## src/rtl/branch_target_predictor_pkg.sv

```systemverilog
// Shared encodings and helpers for the branch target predictor.
// Holds the predictor mode codes, the counter reset constant and the tag/index width helpers.
package branch_target_predictor_pkg;

  localparam int MODE_STATIC  = 0;
  localparam int MODE_BIMODAL = 1;
  localparam int MODE_GSHARE  = 2;

  localparam int DEF_WORD_SIZE  = 16;
  localparam int DEF_INDEX_BITS = 4;
  localparam int DEF_TAG_BITS   = DEF_WORD_SIZE - DEF_INDEX_BITS;

  // Widest counter the weakly-taken helper can describe
  localparam int MAX_CTR_BITS = 16;

  typedef enum logic [1:0] {
    UPD_NONE     = 2'd0,
    UPD_ALLOCATE = 2'd1,
    UPD_HIT_COND = 2'd2,
    UPD_HIT_JUMP = 2'd3
  } upd_kind_e;

  function automatic logic [MAX_CTR_BITS-1:0] weak_taken(input int ctr_bits);
    logic [MAX_CTR_BITS-1:0] v;
    v = '0;
    v[ctr_bits-1] = 1'b1;
    return v;
  endfunction

  function automatic int tag_bits(input int word_size, input int index_bits);
    return word_size - index_bits;
  endfunction

endpackage

```

## src/rtl/branch_target_predictor_sat_counter.sv

```systemverilog
// Saturating up/down counter next-state logic shared by all BTB entries.
// Only the entry being updated is routed through it, so one instance serves the whole table.
module sat_counter
  import branch_target_predictor_pkg::*;
#(
  parameter int CTR_BITS = 2
) (
  input  logic [CTR_BITS-1:0] ctr,
  input  logic                inc,
  output logic [CTR_BITS-1:0] ctr_next
);

  localparam logic [CTR_BITS-1:0] CTR_MAX  = '1;
  localparam logic [CTR_BITS-1:0] CTR_ZERO = '0;

  // step towards taken or not-taken, holding at either end
  always_comb begin
    ctr_next = ctr;
    if (inc) begin
      if (ctr != CTR_MAX) begin
        ctr_next = ctr + CTR_BITS'(1);
      end else begin
        ctr_next = ctr;
      end
    end else begin
      if (ctr != CTR_ZERO) begin
        ctr_next = ctr - CTR_BITS'(1);
      end else begin
        ctr_next = ctr;
      end
    end
  end

endmodule

```

## src/rtl/branch_target_predictor.sv

```systemverilog
// IF-stage branch target predictor: direct-mapped BTB with per-entry saturating counters,
// selectable static / bimodal / gshare direction policy, and lookup/mispredict statistics.
module branch_target_predictor
  import branch_target_predictor_pkg::*;
#(
  parameter int WORD_SIZE  = 16,
  parameter int INDEX_BITS = 4,
  parameter int CTR_BITS   = 2,
  parameter int MODE       = 1,
  parameter int GHR_BITS   = 4,
  parameter int STAT_BITS  = 16
) (
  input  logic                 clk,
  input  logic                 reset,
  input  logic [WORD_SIZE-1:0] pred_pc,
  output logic                 pred_hit,
  output logic                 pred_taken,
  output logic [WORD_SIZE-1:0] pred_next_pc,
  input  logic                 lookup_en,
  input  logic                 upd_valid,
  input  logic [WORD_SIZE-1:0] upd_pc,
  input  logic                 upd_is_cond,
  input  logic                 upd_taken,
  input  logic [WORD_SIZE-1:0] upd_target,
  input  logic                 upd_mispredict,
  output logic [STAT_BITS-1:0] stat_lookups,
  output logic [STAT_BITS-1:0] stat_mispred
);

  localparam int ENTRIES  = 2 ** INDEX_BITS;
  localparam int TAG_BITS = tag_bits(WORD_SIZE, INDEX_BITS);

  localparam logic [CTR_BITS-1:0]  CTR_ALL  = '1;
  localparam logic [CTR_BITS-1:0]  CTR_WEAK = CTR_BITS'(weak_taken(CTR_BITS));
  localparam logic [STAT_BITS-1:0] STAT_MAX = '1;

  logic                 valid_r   [ENTRIES];
  logic [TAG_BITS-1:0]  tag_r     [ENTRIES];
  logic [WORD_SIZE-1:0] target_r  [ENTRIES];
  logic                 is_jump_r [ENTRIES];
  logic [CTR_BITS-1:0]  ctr_r     [ENTRIES];
  logic [GHR_BITS-1:0]  ghr_r;
  logic [STAT_BITS-1:0] stat_lookups_r;
  logic [STAT_BITS-1:0] stat_mispred_r;

  logic [INDEX_BITS-1:0] ghr_idx_s;
  logic [INDEX_BITS-1:0] pred_idx_s;
  logic [TAG_BITS-1:0]   pred_tag_s;
  logic [INDEX_BITS-1:0] upd_idx_s;
  logic [TAG_BITS-1:0]   upd_tag_s;
  logic                  upd_hit_s;
  logic                  upd_dir_s;
  logic [CTR_BITS-1:0]   sat_next_s;
  upd_kind_e             upd_kind_s;
  logic [WORD_SIZE-1:0]  wr_target_s;
  logic                  wr_jump_s;
  logic [CTR_BITS-1:0]   wr_ctr_s;

  // history folded into the index only in gshare mode; both ports use the pre-update GHR
  always_comb begin
    ghr_idx_s = '0;
    if (MODE == MODE_GSHARE) begin
      ghr_idx_s = INDEX_BITS'(ghr_r);
    end else begin
      ghr_idx_s = '0;
    end
  end

  assign pred_idx_s = pred_pc[INDEX_BITS-1:0] ^ ghr_idx_s;
  assign pred_tag_s = pred_pc[WORD_SIZE-1:INDEX_BITS];
  assign upd_idx_s  = upd_pc[INDEX_BITS-1:0] ^ ghr_idx_s;
  assign upd_tag_s  = upd_pc[WORD_SIZE-1:INDEX_BITS];
  assign upd_hit_s  = valid_r[upd_idx_s] && (tag_r[upd_idx_s] == upd_tag_s);
  assign upd_dir_s  = upd_taken | ~upd_is_cond;

  // zero-latency lookup straight from table state, no bypass of a same-cycle write
  always_comb begin
    pred_hit     = valid_r[pred_idx_s] && (tag_r[pred_idx_s] == pred_tag_s);
    pred_taken   = 1'b0;
    pred_next_pc = pred_pc + WORD_SIZE'(1);
    if (MODE == MODE_STATIC) begin
      pred_taken = 1'b0;
    end else begin
      pred_taken = pred_hit && (is_jump_r[pred_idx_s] || ctr_r[pred_idx_s][CTR_BITS-1]);
    end
    if (pred_taken) begin
      pred_next_pc = target_r[pred_idx_s];
    end else begin
      pred_next_pc = pred_pc + WORD_SIZE'(1);
    end
  end

  sat_counter #(
    .CTR_BITS (CTR_BITS)
  ) u_sat_counter (
    .ctr      (ctr_r[upd_idx_s]),
    .inc      (upd_dir_s),
    .ctr_next (sat_next_s)
  );

  // classify the resolved instruction against the entry it maps to
  always_comb begin
    upd_kind_s = UPD_NONE;
    if (!upd_valid) begin
      upd_kind_s = UPD_NONE;
    end else if (upd_hit_s) begin
      if (upd_is_cond) begin
        upd_kind_s = UPD_HIT_COND;
      end else begin
        upd_kind_s = UPD_HIT_JUMP;
      end
    end else if (upd_dir_s) begin
      upd_kind_s = UPD_ALLOCATE;
    end else begin
      upd_kind_s = UPD_NONE;
    end
  end

  // new contents of the indexed entry; a hit also refreshes the stored instruction kind
  always_comb begin
    wr_target_s = target_r[upd_idx_s];
    wr_jump_s   = is_jump_r[upd_idx_s];
    wr_ctr_s    = ctr_r[upd_idx_s];
    case (upd_kind_s)
      UPD_ALLOCATE: begin
        wr_target_s = upd_target;
        wr_jump_s   = ~upd_is_cond;
        if (upd_is_cond) begin
          wr_ctr_s = CTR_WEAK;
        end else begin
          wr_ctr_s = CTR_ALL;
        end
      end
      UPD_HIT_COND: begin
        wr_jump_s = 1'b0;
        wr_ctr_s  = sat_next_s;
        if (upd_taken) begin
          wr_target_s = upd_target;
        end else begin
          wr_target_s = target_r[upd_idx_s];
        end
      end
      UPD_HIT_JUMP: begin
        wr_target_s = upd_target;
        wr_jump_s   = 1'b1;
        wr_ctr_s    = CTR_ALL;
      end
      default: begin
        wr_target_s = target_r[upd_idx_s];
        wr_jump_s   = is_jump_r[upd_idx_s];
        wr_ctr_s    = ctr_r[upd_idx_s];
      end
    endcase
  end

  // BTB table write port
  always_ff @(posedge clk or posedge reset) begin
    if (reset) begin
      for (int i = 0; i < ENTRIES; i++) begin
        valid_r[i]   <= 1'b0;
        tag_r[i]     <= '0;
        target_r[i]  <= '0;
        is_jump_r[i] <= 1'b0;
        ctr_r[i]     <= '0;
      end
    end else if (upd_kind_s != UPD_NONE) begin
      valid_r[upd_idx_s]   <= 1'b1;
      tag_r[upd_idx_s]     <= upd_tag_s;
      target_r[upd_idx_s]  <= wr_target_s;
      is_jump_r[upd_idx_s] <= wr_jump_s;
      ctr_r[upd_idx_s]     <= wr_ctr_s;
    end
  end

  // global history shifts on conditional outcomes only
  always_ff @(posedge clk or posedge reset) begin
    if (reset) begin
      ghr_r <= '0;
    end else if ((MODE == MODE_GSHARE) && upd_valid && upd_is_cond) begin
      ghr_r <= GHR_BITS'({ghr_r, upd_taken});
    end
  end

  // saturating statistics counters
  always_ff @(posedge clk or posedge reset) begin
    if (reset) begin
      stat_lookups_r <= '0;
      stat_mispred_r <= '0;
    end else begin
      if (lookup_en && (stat_lookups_r != STAT_MAX)) begin
        stat_lookups_r <= stat_lookups_r + STAT_BITS'(1);
      end
      if (upd_valid && upd_mispredict && (stat_mispred_r != STAT_MAX)) begin
        stat_mispred_r <= stat_mispred_r + STAT_BITS'(1);
      end
    end
  end

  assign stat_lookups = stat_lookups_r;
  assign stat_mispred = stat_mispred_r;

endmodule
```

## config.mk

```make
export PLATFORM = sky130hd
export DESIGN_NAME = branch_target_predictor
export DESIGN_NICKNAME = d
export VERILOG_FILES = /design/src/rtl/branch_target_predictor_pkg.sv /design/src/rtl/branch_target_predictor_sat_counter.sv /design/src/rtl/branch_target_predictor.sv
export SDC_FILE = /design/constraint.sdc
export NUM_CORES = 1
export LEC_CHECK = 0
export CAP_MARGIN = 25
export CELL_PAD_IN_SITES_DETAIL_PLACEMENT = 1
export CELL_PAD_IN_SITES_GLOBAL_PLACEMENT = 1
export CORE_ASPECT_RATIO = 1.25
export CORE_UTILIZATION = 40
export CTS_CLUSTER_DIAMETER = 120
export DETAILED_ROUTE_END_ITERATION = 8
export HOLD_SLACK_MARGIN = 0.05
export PLACE_DENSITY = 0.71
export RECOVER_POWER = 50
export SYNTH_ARGS = -nofsm -noshare
export SYNTH_HDL_FRONTEND = slang
export SYNTH_SLANG_ARGS = --single-unit
```

## constraint.sdc

```tcl
create_clock -name clk -period 50.5 [get_ports clk]
set_input_delay 5.05 -clock clk [delete_from_list [all_inputs] [get_ports clk]]
set_output_delay 5.05 -clock clk [all_outputs]
set_load 0.05 [all_outputs]
```

==> metrics.txt, run 1 <==
FF-to-FF End tag_r[53]; via count about 19000; die area approximately 76000 µm²; slowest CP cell buf_4; synth unique cells 63; final setup vio count 0; cts repair resizes 0; Max Clk Rate 0.06702 GHz; CTS H-tree lvls 2; Post-DP HPWL between 50000 and 60000 µm; crit-path leading delay family buffers and inverters; router iterations before antenna repair 9; Max-slew headroom -2.174; Worst-Margin Slew about 4.7 ns; Hold Crit Start stat_mispred[11]; Worst Path Arrival between 9 and 10 ns; static leakage power roughly 14 nW; Setup Buffers After CTS 0; synthesis-stage register bit count 544; proportion of layout cells with a drive suffix above 1 0.3970; TritonCTS buffer count 56; max-slew violation count 480; Post-synth EDFFs 0; antenna viol nets, final 0; Worst IR Drop VDD 0.03929 mV; CTS Root Cell clkbuf_16; DR iter-0 viols between 1000 and 1500; startpoint types input port; fin crit share 0.2954; hold_buf cts 0; final instance area roughly 34000 µm²; count leader, synth dfrtp_1; vias in the first global route between 20000 and 25000; WL/cell roughly 30 µm; final worst slack between 30 and 40 ns; initial core utilization 0.4059; Mapped Nets between 2000 and 2500; Routed WL approximately 90000 µm; die height 307.8 µm; MaxCap Viol Count 7; setup TNS 0 ns; Reg clk slew, reported paths 0.06 ns; IO buf count between 100 and 150; Avg Inst Size Synth about 15 µm²; status finished, violations left; type of the worst min-delay path reg2reg; # rows 111; Num Clock Sinks around 540; P per Cell Area approximately 42 nW/µm²; ys flop type dfrtp_1; main area contributors after synthesis dfrtp_1, mux4_2, mux2_2; CP Max Fanout between 50 and 60; top cell type's share of synthesized area 0.4548; Hold Path End stat_mispred[11]; crit-path most repeated cell buf_4; Tot GR Track Use 0.2443; total power 1.421 mW; area leader, netlist dfrtp_1; R2R Setup Slk about 46 ns; Hold Path Stages 1; synthesized area approximately 30000 µm²; min cycle time layout around 15 ns; reg2reg path depth 9; antenna violations before repair 4; Final nets 2045; cells along the critical path buf_4, buf_4, mux4_2, mux2i_1, mux2i_1, xnor2_1, nor4b_1, nand4b_1, nor3_4, buf_4, mux2_2, clkdlybuf4s50_1; io pins around 110; CP endpoint kind output port; Post-Syn Instances 1962; Area Overhead vs Synth 12.27%; Core Box Area ~74000 µm²; Via density between 6 and 7; number of buffers and inverters on the critical path 4; post-synthesis sequential area ratio 0.4548; RSZ-0062 raised after global routing false; commonest cells in the netlist dfrtp_1, mux2_2, mux4_2; largest net degree at the start of global routing 100; type of the worst setup path in2out; Post-DP Area between 30000 and 40000 µm²; Worst EP required around 45 ns; CTS tree yes; Post-Place Setup Slack 35.63 ns; crit-path max cell delay a little over 0.8 ns; Die X between 200 and 250 µm; # fillers roughly 7100; FFs w/ async S/R, synth 1.000; failing checks design-rule violations, max-capacitance violations, max-slew violations; Final Hold Vio Count 0; Clock Latency Late Sink between 0.6 and 0.7 ns; worst r2r src tag_r[115]; Max Root-Sink Buffers 3; Layout Skew a little under 0.02 ns; DRC violation count after routing 24; GR Overflow Total 0; Placer Congestion 0.8272; first-pass GRT wire length between 100000 and 150000 µm; hold slack final roughly 0.5 ns; Synth Warn # 0
-- stage by stage --
stage	utilization	instances
CTS	0.4558	2989
global route	0.4556	2993
finish	0.4557	2996
global placement	0.4283	2883
floorplan	-	1962
detailed placement	0.4288	2885
-- logic make-up (layout without fill, tap and decap cells) --
group           count (synthesis)  count (layout)  synth area share
buf+inv                       192             263           0.03457
other cells                     0               3                 0
compound gates                 66              66           0.01852
fa+ha+maj                       5               5          0.001923
xor+xnor                       69              69           0.02019
mux                           870             870            0.4329
simple gates                  216             216           0.03712
flops                         544             544            0.4548
-- final cells by class --
cell class                      count  area [µm²]  share of cell area
Antenna cell                        3       7.507           0.0002234
Tap cell                          960        1201             0.03574
Timing Repair Buffer              150        1360             0.04047
Clock buffer                       76        1558             0.04636
Multi-Input combinational cell   1226       15400              0.4582
Clock inverter                     28       431.7             0.01285
Sequential cell                   544       13610              0.4051
Inverter                            9       35.03            0.001043
-- sequential cells by signal (all words and copies together), names as in the netlist --
name / cells
is_jump_r: 16
stat_mispred: 16
tag_r: 192
ctr_r: 32
target_r: 256
stat_lookups: 16
valid_r: 16
-- layer usage --
layer / GRT usage / share of wire / vias to the layer above
li1: - / - / 7571
met4: 0.09920 / 0.042 / 4
met2: 0.3983 / 0.49 / 591
met3: 0.04566 / 0.058 / 212
met5: 0 / 0.00029 / -
met1: 0.3203 / 0.41 / 10159
-- where the power goes --
group | leakage (nW) | switching, mW | total [mW] | internal, mW
clock | 0.977 | 0.182 | 0.454 | 0.272
combinational | 6.24 | 0.152 | 0.347 | 0.194
sequential | 6.94 | 0.0830 | 0.620 | 0.537
total | 14.2 | 0.417 | 1.42 | 1.00
-- layout by cell type, fill, tap and decap left out, types with 13 or more instances in the layout --
master,instances
mux4_2,278
xnor2_1,43
clkdlybuf4s50_1,61
xor2_1,26
clkbuf_1,24
clkbuf_16,57
dfrtp_1,544
nand3_1,33
nand4_1,20
dlygate4sd3_1,35
nor2_1,37
mux2_1,177
buf_4,37
a21oi_1,14
mux2_2,326
or2_2,13
nand2_1,53
mux2i_1,61
mux2_4,28
-- how the worst max path moves through the flow --
stage / from / to / slack (ns) / cells after the start
2_1_floorplan: reset / ctr_r[0] / 30.24 / 1
3_3_place_gp: pred_pc[1] / pred_next_pc[8] / 35.68 / 12
3_5_place_dp: pred_pc[1] / pred_next_pc[0] / 35.63 / 12
4_1_cts: pred_pc[1] / pred_next_pc[10] / 35.62 / 12
5_1_grt: reset / tag_r[133] / 34.33 / 5
6_report: pred_pc[1] / pred_next_pc[6] / 35.58 / 12
No activity file was read; power rests on OpenSTA's default activity.
==> inputs of run 2 (changes only) <==
- PLACE_DENSITY: 0.71 -> 0.73
- clock period: 50.5 -> 12.6 ns (I/O delays scaled with it)
==> metrics.txt, run 2 (same netlist as run 1, synthesis figures left out) <==
CTS tree yes; register area 13610 µm²; cells along the critical path dlygate4sd3_1, clkinvlp_2, clkbuf_1, clkbuf_2, clkbuf_1, buf_16; Area Overhead vs Synth 11.94%; TritonCTS buffer count 55; CP Max Fanout 157; Routed WL just under 90000 µm; most frequent cells in the layout dfrtp_1, mux2_2, mux4_2; Post-Place Setup Slack 5.173 ns; proportion of layout cells with a drive suffix above 1 0.3988; crit-path max cell delay just over 3 ns; met2 Use GR 0.4094; type of the worst min-delay path reg2reg; final worst slack approximately 3.8 ns; Max Clk Rate around 0.11 GHz; met3 Use GR 0.03373; router iterations before antenna repair 9; type of the worst setup path in2async; DR iter-0 viols 1245; initial core utilization 0.4059; CTS H-tree lvls 2; fin crit share 0.6990; Tot GR Track Use 0.2411; Via density roughly 6.2; DRC violation count after routing 6; Reg power frac 0.445; Reg clk slew, reported paths approximately 0.06 ns; GRT met1 Usage 0.3132; GR Overflow Total 0; commonest non-fill, non-tap cell in the layout dfrtp_1; # fillers just over 7000; Worst Path Arrival roughly 9.6 ns; setup TNS 0 ns; cts repair resizes 0; first-pass GRT wire length 136000 µm; Worst-Margin Slew ~4.0 ns; global-route layer with the greatest usage met2; Num Clock Sinks roughly 540; die area 75930 µm²; Final Hold Vio Count 0; internal power approximately 4 mW; RSZ-0062 raised after global routing false; number of buffers and inverters on the critical path 6; via count 18480; slowest CP cell clkbuf_2; final setup vio count 0; Worst EP required approximately 13 ns; area of the multi-input gates between 15000 and 20000 µm²; Core Box Area ~74000 µm²; failing checks design-rule violations, max-capacitance violations, max-slew violations; combinational power share 0.248; die height 307.8 µm; Die X 246.7 µm; Post-DP Area 31590 µm²; final instance area 33510 µm²; antenna viol nets, final 0; CTS Root Cell clkbuf_16; vias in the first global route roughly 21000; max-slew violation count approximately 360; Biggest register target_r; min cycle time layout a little under 9 ns; status finished, violations left; Layout Skew about 0.022 ns; IO buf count between 100 and 150; antenna violations before repair 2; crit-path most repeated cell clkbuf_1; Max Root-Sink Buffers 3; Clock Latency Late Sink ~0.64 ns; # rows about 110; hold_buf cts 0; WL/cell 29.71 µm; largest net degree at the start of global routing about 160; startpoint types input port; Worst IR Drop VDD around 0.15 mV; Setup Buffers After CTS 0; net load switching power about 1.7 mW; Max-slew headroom -1.666; io pins roughly 110; Final nets 2038; P per Cell Area 167.0 nW/µm²; max reg flops roughly 260; Placer Congestion slightly above 0.8; Clk pwr share 0.307; MaxCap Viol Count 4; crit-path leading delay family buffers and inverters; biggest regs target_r: 256 flops, tag_r: 192 flops, ctr_r: 32 flops; sw frac 0.3029; static leakage power ~14 nW; CP endpoint kind asynchronous set/reset pin; Post-DP HPWL 53630 µm
## run 2: cell count changes in the layout (fill, tap and decap cells not counted), moves of 2 or more
| cell | change |
|---|---|
| buf_4 | -5 |
| clkbuf_1 | -8 |
| o22a_4 | +3 |
| clkbuf_16 | -2 |
| clkinv_8 | +2 |
| o22a_2 | -3 |
| clkinvlp_4 | -2 |
| diode_2 | -2 |
| clkbuf_8 | +7 |
| clkinv_2 | +4 |
| bufinv_16 | -7 |
## run 2: power groups by stage
stage	Clock, mW	Sequential [mW]	Combinational, mW
after detailed placement	0	2.51	1.40
after global routing	1.81	2.54	1.49
after global placement	0	2.46	1.35
after CTS	1.75	2.48	1.41
after floorplan	0	2.45	1.02
final	1.71	2.49	1.39
## run 2: final timing paths
| check | from | endpoint | slack (ns) | cells past startpoint |
|---|---|---|---|---|
| worst max-delay path | reset | ctr_r[16] | 3.79 | 6 |
| worst min-delay path | ctr_r[14] | ctr_r[14] | 0.50 | 1 |
| worst max register to register | tag_r[44] | tag_r[93] | 7.74 | 8 |
| worst min register to register | ctr_r[14] | ctr_r[14] | 0.50 | 1 |
| max in group clk | pred_pc[0] | pred_next_pc[6] | 5.16 | 12 |
| min in group asynchronous | reset | stat_lookups[15] | 1.31 | 2 |
## run 2: routing by layer
| layer | vias up | wire length [µm] |
|---|---|---|
| li1 | 7549 | - |
| met1 | 10224 | 36430 |
| met2 | 533 | 44810 |
| met3 | 172 | 4198 |
| met4 | 2 | 3295 |
| met5 | - | 12 |
## run 2: final cells by class
class | count | share of cell area
Inverter | 9 | 0.001046
Timing Repair Buffer | 144 | 0.04070
Clock inverter | 26 | 0.008402
Multi-Input combinational cell | 1226 | 0.4602
Tap cell | 960 | 0.03585
Clock buffer | 77 | 0.04743
Antenna cell | 1 | 0.00007469
Sequential cell | 544 | 0.4063
## run 2: metrics by stage
step	total power [mW]	utilization	hold slack [ns]	std cells
2_1_floorplan	3.476	-	0.4461	1962
3_3_place_gp	3.809	0.4281	0.4631	2877
3_5_place_dp	3.906	0.4284	0.4794	2879
4_1_cts	5.641	0.4538	0.4937	2982
5_1_grt	5.842	0.4543	0.5072	2987
6_report	5.595	0.4543	0.4951	2987
==> inputs of run 3 (changes only) <==
- clock period: 12.6 -> 7.8 ns (I/O delays scaled with it)
==> metrics.txt, run 3 (same netlist as run 1, synthesis figures left out) <==
status finished, violations left; failing checks design-rule violations, max-capacitance violations, max-slew violations; Tot GR Track Use 0.2408; Worst EP required roughly 7 ns; Post-DP HPWL about 55000 µm; Max-slew headroom -1.547; fin crit share 0.7401; DR iter-0 viols 1307; initial core utilization 0.4059; Reg clk slew, reported paths approximately 0.06 ns; CTS Root Cell clkbuf_16; CP Max Fanout between 60 and 70; MaxCap Viol Count 2; largest net degree at the start of global routing approximately 190; CP endpoint kind output port; crit-path max cell delay roughly 0.83 ns; GR Overflow Total 0; Final nets approximately 2000; # rows 111; CTS H-tree lvls 2; min cycle time layout 5.773 ns; cts repair resizes 0; Clock Latency Late Sink ~0.65 ns; Max Clk Rate 0.1732 GHz; via count 18486; static leakage power roughly 14 nW; Worst-Margin Slew about 3.8 ns; Setup Buffers After CTS 0; Core Box Area between 70000 and 80000 µm²; TritonCTS buffer count between 50 and 60; RSZ-0062 raised after global routing false; die height between 300 and 400 µm; max reg flops 256; Via density about 6.2; commonest non-fill, non-tap cell in the layout dfrtp_1; antenna viol nets, final 0; WL/cell between 20 and 30 µm; DRC violation count after routing 12; hold slack final 0.4927 ns; Routed WL between 80000 and 90000 µm; biggest regs target_r: 256 flops, tag_r: 192 flops, ctr_r: 32 flops; slowest CP cell buf_4; hold_buf cts 0; P per Cell Area around 270 nW/µm²; Layout Skew around 0.030 ns; cells along the critical path clkbuf_8, buf_4, nor3_1, a211oi_1, a21oi_1, mux4_2, nor3_4, buf_4, mux2i_1, clkdlybuf4s50_1; Final Core Density 0.4556; crit-path most repeated cell buf_4; setup TNS 0 ns; Worst IR Drop VDD 0.2658 mV; most frequent cells in the layout dfrtp_1, mux2_2, mux4_2; Area Overhead vs Synth 12.26%; io pins between 100 and 150; final setup vio count 0; proportion of layout cells with a drive suffix above 1 0.4053; startpoint types input port; die area approximately 76000 µm²; CTS tree yes; Final Hold Vio Count 0; final instance area 33600 µm²; Die X ~250 µm; Post-DP Area 31710 µm²; type of the worst setup path in2out; Max Root-Sink Buffers 3; type of the worst min-delay path reg2reg; first-pass GRT wire length about 140000 µm; Biggest register target_r; # fillers roughly 7000; total power approximately 9.1 mW; antenna violations before repair 1; Placer Congestion between 0.8 and 0.9; Num Clock Sinks 544; IO buf count 104; Worst Path Arrival 4.99 ns; vias in the first global route 20600; max-slew violation count 195; router iterations before antenna repair 6
==> run 3: path summary, 6_finish.rpt <==
kind	start	endpoint	slack [ns]	depth (start not counted)
hold reg to reg	valid_r[7]	valid_r[7]	0.49	1
hold / removal	valid_r[7]	valid_r[7]	0.49	1
setup reg to reg	tag_r[103]	target_r[78]	3.24	9
min in group asynchronous	reset	stat_lookups[8]	1.67	3
max in group asynchronous	reset	tag_r[104]	3.26	4
setup / recovery	pred_pc[0]	pred_next_pc[0]	2.03	10
==> run 3: area by class of cell <==
class / instances / area, µm² / share of cell area
antenna: 1 / 2.502 / 0.00007447
clock buffer: 75 / 1614 / 0.04803
clock inverter: 28 / 270.3 / 0.008043
inverter: 9 / 35.03 / 0.001043
multi-input combinational: 1226 / 15400 / 0.4584
sequential: 544 / 13610 / 0.4051
tap: 960 / 1201 / 0.03575
timing repair buffer: 151 / 1461 / 0.04349
==> run 3: where the power goes <==
group	internal, mW	total, mW	switching [mW]	leakage, nW
combinational	1.27	2.29	1.02	6.24
clock	1.58	2.79	1.20	0.926
sequential	3.48	4.02	0.538	6.94
==> run 3: critical path: cells and delay by family <==
family          cells  cell delay (ns)
simple gates        2             0.30
mux                 2             0.82
buf+inv             4             2.63
compound gates      2             0.31
==> run 3: per-layer routing <==
metal / share of wire / global-route usage / vias to the layer above
li1: - / - / 7556
met1: 0.40 / 0.3048 / 10225
met2: 0.51 / 0.4076 / 527
met3: 0.051 / 0.04087 / 176
met4: 0.042 / 0.09848 / 2
met5: 0.00018 / 0 / -
==> run 3: metrics by stage <==
step | worst slack (ns) | cells
after floorplan | -0.3799 | 1962
after global placement | 1.929 | 2889
after detailed placement | 1.842 | 2889
after CTS | 1.961 | 2992
after global routing | 1.681 | 2993
final | 2.027 | 2994
